[src/rtl/pipe_skid_reg.sv]
// pipe_skid_reg: one-stage pipeline register with a skid buffer so in_ready is registered,
// plus saturating stall/bubble counters.
module pipe_skid_reg #(
    parameter int DATA_W = 64,
    parameter int CNT_W  = 16
) (
    input  logic              clk,
    input  logic              rst,
    input  logic              flush,
    input  logic              clr_cnt,
    input  logic              in_valid,
    input  logic [DATA_W-1:0] in_data,
    output logic              in_ready,
    output logic              out_valid,
    output logic [DATA_W-1:0] out_data,
    input  logic              out_ready,
    output logic [CNT_W-1:0]  stall_cnt,
    output logic [CNT_W-1:0]  bubble_cnt
);
    typedef enum logic [1:0] {EMPTY, FULL, SKID} state_t;
    localparam logic [CNT_W-1:0] CNT_MAX = '1;
    state_t state_q, state_d;
    logic [DATA_W-1:0] main_q, main_d, skid_q, skid_d;
    logic [CNT_W-1:0] stall_q, stall_d, bubble_q, bubble_d;
    logic in_xfer, out_xfer;
    // in_ready depends only on stored state (and reset), never on out_ready
    assign in_ready   = (state_q != SKID) && !rst;
    assign out_valid  = state_q != EMPTY;
    assign out_data   = main_q;
    assign stall_cnt  = stall_q;
    assign bubble_cnt = bubble_q;
    assign in_xfer    = in_valid && in_ready;
    assign out_xfer   = out_valid && out_ready;
    always_comb begin
        state_d = state_q;
        main_d  = main_q;
        skid_d  = skid_q;
        if (flush) begin
            state_d = EMPTY;
            main_d  = '0;
            skid_d  = '0;
        end else begin
            case (state_q)
                EMPTY: if (in_xfer) begin
                    state_d = FULL;
                    main_d  = in_data;
                end
                FULL: if (in_xfer && out_xfer) begin
                    main_d = in_data;
                end else if (in_xfer) begin
                    state_d = SKID;
                    skid_d  = in_data;
                end else if (out_xfer) begin
                    state_d = EMPTY;
                    main_d  = '0;
                end
                SKID: if (out_xfer) begin
                    state_d = FULL;
                    main_d  = skid_q;
                    skid_d  = '0;
                end
                default: begin
                    state_d = EMPTY;
                    main_d  = '0;
                    skid_d  = '0;
                end
            endcase
        end
    end
    always_comb begin
        stall_d  = clr_cnt ? '0 : (out_valid && !out_ready && stall_q != CNT_MAX) ? stall_q + 1'b1 : stall_q;
        bubble_d = clr_cnt ? '0 : (!out_valid && bubble_q != CNT_MAX) ? bubble_q + 1'b1 : bubble_q;
    end
    always_ff @(posedge clk or posedge rst) begin
        if (rst) begin
            state_q  <= EMPTY;
            main_q   <= '0;
            skid_q   <= '0;
            stall_q  <= '0;
            bubble_q <= '0;
        end else begin
            state_q  <= state_d;
            main_q   <= main_d;
            skid_q   <= skid_d;
            stall_q  <= stall_d;
            bubble_q <= bubble_d;
        end
    end
endmodule
[config.mk]
export PLATFORM = sky130hd
export DESIGN_NAME = pipe_skid_reg
export DESIGN_NICKNAME = d
export VERILOG_FILES = /design/src/rtl/pipe_skid_reg.sv
export SDC_FILE = /design/constraint.sdc
export NUM_CORES = 1
export LEC_CHECK = 0
export BUFFER_PORTS_ARGS = -buffer_cell sky130_fd_sc_hd__buf_2
export CORE_MARGIN = 2
export CORE_UTILIZATION = 45
export CTS_BUF_LIST = sky130_fd_sc_hd__clkbuf_8
export DETAILED_ROUTE_END_ITERATION = 8
export GPL_TIMING_DRIVEN = 0
export PLACE_DENSITY = 0.71
export SLEW_MARGIN = 20
export SYNTH_ARGS = -nofsm -noshare
export SYNTH_HDL_FRONTEND = slang
export SYNTH_SLANG_ARGS = --single-unit
[constraint.sdc]
create_clock -name clk -period 5.65 [get_ports clk]
set_input_delay 1.4125 -clock clk [delete_from_list [all_inputs] [get_ports clk]]
set_output_delay 1.4125 -clock clk [all_outputs]
set_load 0.01 [all_outputs]
; Word-level counts from Yosys, hierarchy flattened
; Index checks and enable logic that the tools add are counted.
[classes]
n_reduce_logical = 17
n_mux = 21
n_addsub = 2
eq_ne = 13
[ops]
columns = op, n
row1 = 64-bit 2-to-1 mux, 8
row2 = 64-bit one-hot mux with 3 select lines, 2
row3 = 16-bit 2-to-1 mux, 4
row4 = "16-bit by 1-bit adder with 16-bit output, second input constant", 2
row5 = "16-bit inequality test, second input constant", 2
row6 = 2-bit 2-to-1 mux, 6
row7 = "3-bit inequality test, second input constant", 4
row8 = "4-bit inequality test, second input constant", 3
row9 = 4-bit AND reduction, 3
row10 = 1-bit logical AND, 7
row11 = 2-bit one-hot mux with 3 select lines, 1
row12 = 2-bit nonzero test, 3
row13 = "2-bit inequality test, second input constant", 2
row14 = 1-bit zero test, 3
row15 = "2-bit by 1-bit == test with 1-bit output, second input constant", 1
row16 = "2-bit == test, second input constant", 1
row17 = 2-bit zero test, 1
[word_totals]
output_inout_bits = 98
input_bits = 70
word_cells = 58
regBits = 162

; Depth between registers and ports, before layout
[depth]
word_depth = 7
mapped_depth = 7
ltp_nobuf = 5

; Worst setup path before layout
; No wires, ideal clock.
[synth_timing]
path_kind = input to output
start = input port rst
end = output port in_ready
setup_slack_ns = 2.656
n_path_buf = 0
arrival_ns = 1.582
stages = 1
t_required_ns = 4.238
path_cell_list = nor2_1
[synth_between]
elab_chain_cells = 2
[synth_rtl]
columns = element, line
row1 = start: declaration, 8  ; input logic rst,
row2 = 1-bit zero test (no source line), --
row3 = 1-bit logical AND, 27  ; assign in_ready = (state_q != SKID) && !rst;
row4 = end: declaration, 13  ; output logic in_ready,
; Every way passes these cells.

; Worst setup path in the final report
[layout_timing]
start = register state_q[1]
end = output port in_ready
[layout_between]
elab_chain_cells = 2
[layout_rtl]
columns = element, line
row1 = start: declaration, 22  ; state_t state_q, state_d;
row2 = start signal: assignment, 82  ; state_q <= state_d;
row3 = 2-bit inequality test, 27
row4 = 1-bit logical AND, 27
; Every way passes these cells.

==> metrics.md <==
| Metric | Value |
|---|---|
| Type of origin of the critical path | register |
| Post-CTS resize count | 0 |
| Area share of the largest cell type after synthesis | 53.8% |
| Clk_lat worst skew | 0.45 ns |
| Top-level port count | 168 |
| Total nets after synthesis | 783 |
| Clock Power Share | 37.9% |
| Mean number of vias per cell | 5.47 |
| Wire length of the first global-routing pass | 31,300 µm |
| Area of the mapped netlist | 7530 µm² |
| Routability congestion estimate from global placement | 0.814 |
| Ys async rst share | 100% |
| WP buf/inv | 4 |
| # nets final | 973 |
| Final Worst Setup Slack | 1.69 ns |
| Worst-case reg-to-reg path depth | 7 |
| Slowest stage delay, CP | 0.51 ns |
| Arrival time of data at the critical path endpoint | 2.55 ns |
| Share of the cycle needed by the critical path after routing | 70.1% |
| Pin count of the biggest net entering global routing | 33 |
| Hold bufs inserted after CTS | 0 |
| Vias in the first global route | 6,176 |
| Start point of the critical path | state_q[1] |
| Clock root buffer master | clkbuf_8 |
| Share of total power consumed by net switching | 27.0% |
| Cell area power density | 265 nW/µm² |
| Worst-case headroom to the max-slew limit | 52.0% |
| FMAX | 253 MHz |
| Initial antenna violation count | 1 |
| Detail Route Antenna Nets | 0 |
| Crit path time final | 3.96 ns |
| Top cells by area, synth | dfrtp_1, mux2i_1, o2bb2ai_1, a22oi_1, nand2_1 |
| Largest delay contributor family on the critical path | buffers and inverters |
| Crit Reg-Reg Startpoint | state_q[1] |
| Total power draw | 2.44 mW |
| Share of total power in combinational logic | 11.7% |
| Post-route cell area | 9220 µm² |
| Layout Skew | 0.0198 ns |
| Critical path capture point | in_ready |
| Number of standard-cell rows in the floorplan | 47 |
| Length of the first detailed-routing pass in iterations | 5 |
| Die footprint | 17,800 µm² |
| P_leak | 4.42 nW |
| Highest ir drop seen on vdd | 0.186 mV |
| Number of gates on the worst path with buffers counted | 6 |
| Most common flop cell mapped by yosys | dfrtp_1 |
| Antenna cells | 0 |
| Gr usage total | 22.0% |
| CORE AREA | 16,500 µm² |
| Yosys synthesis warning count | 0 |
| Post-detailed-route DRC marker count | 0 |
| Cell variety after synth | 45 |
| Crit path kind | reg2out |
| Number of slew-limit violations in the final report | 0 |
| Number of buffers inserted by port buffering | 165 |
| Chain of cells forming the critical path | nor2b_1, clkbuf_1, clkbuf_1, clkbuf_1, nor2_1, buf_2 |
| Clock slew at the register clock pins of the worst setup and hold paths | 0.08 ns |
| Outcome | finished, final reports clean |
| Switching power summed over all nets | 660 µW |
| Sequential cell area fraction in the yosys report | 53.8% |
| Total clock buffers created by CTS | 17 |
| Placed Instance Area | 8780 µm² |
| Total negative slack for setup checks | 0 ns |
| Total length of routed wires | 19,200 µm |
| Number of enable-type register cells in the synthesized netlist | 0 |
| RSZ-0062 raised after global routing | no |
| H-tree levels | 4 |
| Maximum buffer depth of the clock tree | 2 |
| Pre-CTS setup slack | 2.02 ns |
| Area Growth Syn to Fin | 22.4% |
| Cell taking the most area after synthesis | dfrtp_1 |
| Post-detail-place hpwl | 13,400 µm |
| CTS tree | done |
| Overall overflow remaining after global route | 0 |
| Die extent in x | 133 µm |
| Synth Instances | 711 |
| Setup crit end kind | output port |
| Average cell area after synthesis | 10.6 µm² |
| Most common cell on crit path | clkbuf_1 |
| Number of synthesized register bits | 162 |
| Vias | 6,207 |
| Worst reg2reg endpoint | out_data[31] |
| Sequential share of power | 50.4% |
| Required time of the critical path | 4.24 ns |
| Number of buffers inserted by post-CTS setup repair | 0 |
| Overall die height | 133 µm |
| Clock tree sinks | 162 |
| Slack of the worst reg-to-reg path | 3.27 ns |
| MaxCap Viol Count | 0 |
| Setup Viol. Count Final | 0 |
| Final hold viol count | 0 |
| Effective utilization at floorplan | 45.8% |
| Initial drt markers | 386 |
| Slew at the pin with the worst max-slew slack | 0.720 ns |
| Fraction of final layout cells with drive strength greater than 1 | 24.8% |
| Fill cell instance count of the final layout | 1,471 |
| Design internal power | 1.78 mW |
| Cell with the largest stage delay on the worst path | clkbuf_1 |
| Highest fanout seen on the critical path | 10 |
| Hold Crit Class | reg2reg |
| DR WL/cell | 16.9 µm |
-- worst min-delay path by stage --
stage	endpoint	slack [ns]	start	cells past startpoint
floorplan	skid_q[0]	0.50	skid_q[0]	2
global placement	out_data[4]	0.47	out_data[4]	1
detailed placement	out_data[44]	0.47	out_data[44]	1
CTS	out_data[23]	0.49	out_data[23]	1
global route	out_data[12]	0.50	out_data[12]	1
finish	out_data[26]	0.49	out_data[26]	1
-- area by class of cell --
type,count,area (µm²),area share (%)
inverter,67,255,2.77
buffer,51,209,2.27
timing repair buffer,171,968,10.5
sequential,162,4050,44.0
tap,220,275,2.99
multi-input combinational,431,3020,32.8
clock buffer,19,262,2.84
clock inverter,13,174,1.89
-- per-layer routing --
metal / GRT usage (%) / vias up / share of wire (%)
met5: 0 / - / 0
met4: 6.97 / 0 / 2.2
met3: 5.10 / 27 / 4.7
met2: 35.0 / 186 / 47
met1: 30.1 / 3054 / 46
li1: - / 2940 / -
-- placed cells by master, fill, tap and decap left out, types with 9 or more instances in the layout --
| cell type | n |
|---|---|
| nor2_1 | 11 |
| nand4_1 | 9 |
| nand2_1 | 79 |
| o21ai_0 | 12 |
| mux2i_1 | 66 |
| dfrtp_1 | 162 |
| inv_1 | 65 |
| buf_2 | 173 |
| clkbuf_8 | 19 |
| o31ai_1 | 12 |
| buf_1 | 11 |
| clkbuf_1 | 31 |
| nor2b_1 | 11 |
| nand3_1 | 10 |
| a22oi_1 | 64 |
| a21oi_1 | 24 |
| o2bb2ai_1 | 64 |
| or4_1 | 14 |
| or3_1 | 9 |
-- cell families after synthesis --
family	synth area share, %
DFF	53.8
AOI/OAI and AO/OA	18.4
buffers and inverters	6.11
xor gates and xnor gates	0.233
and+or+nand+nor	11.5
muxes	9.66
adders and majority gates	0.332
-- state kept, by name, indices dropped and copies added, names as in the netlist --
| register | flops |
|---|---|
| bubble_cnt | 16 |
| out_data | 64 |
| state_q | 2 |
| stall_cnt | 16 |
| skid_q | 64 |
-- synthesized netlist by cell type (2+ instances only) --
cell type and number:
dfrtp_1 162, nand4_1 9, nand3_1 10, or3_1 9, and3_1 3, mux2i_1 66
o31ai_1 12, nor2b_1 11, nand2_1 79, nor3_1 4, inv_1 66, buf_1 11
a21oi_1 25, clkbuf_1 31, nand3b_1 2, o2bb2ai_1 64, or4_1 14, nor2_1 11
nor4_1 4, ha_1 2, nand2b_1 4, mux2_2 6, and4_1 3, o21ai_0 12
a22oi_1 64, buf_2 8
-- power groups by stage --
stage	Combinational (mW)	Sequential [mW]	Clock, mW
after floorplan	0.149	1.26	0
after global routing	0.316	1.24	0.992
after detailed placement	0.289	1.25	0
after global placement	0.272	1.25	0
final	0.285	1.23	0.926
after CTS	0.290	1.23	0.944
-- worst register-to-register path, delay by kind of cell, from the launching register on --
family          cells  cell delay [ns]
simple gates        1             0.17
buf+inv             3             1.22
flops               1             0.48
compound gates      3             0.41
-- metrics by stage --
stage	hold slack (ns)	std cells	util, %
4_1_cts	0.492	1134	56.0
2_1_floorplan	0.498	711	-
3_5_place_dp	0.468	1102	53.3
3_3_place_gp	0.468	1096	52.5
5_1_grt	0.502	1134	56.0
6_report	0.488	1134	56.0
Note: power is estimated with default switching activity, not from simulation.
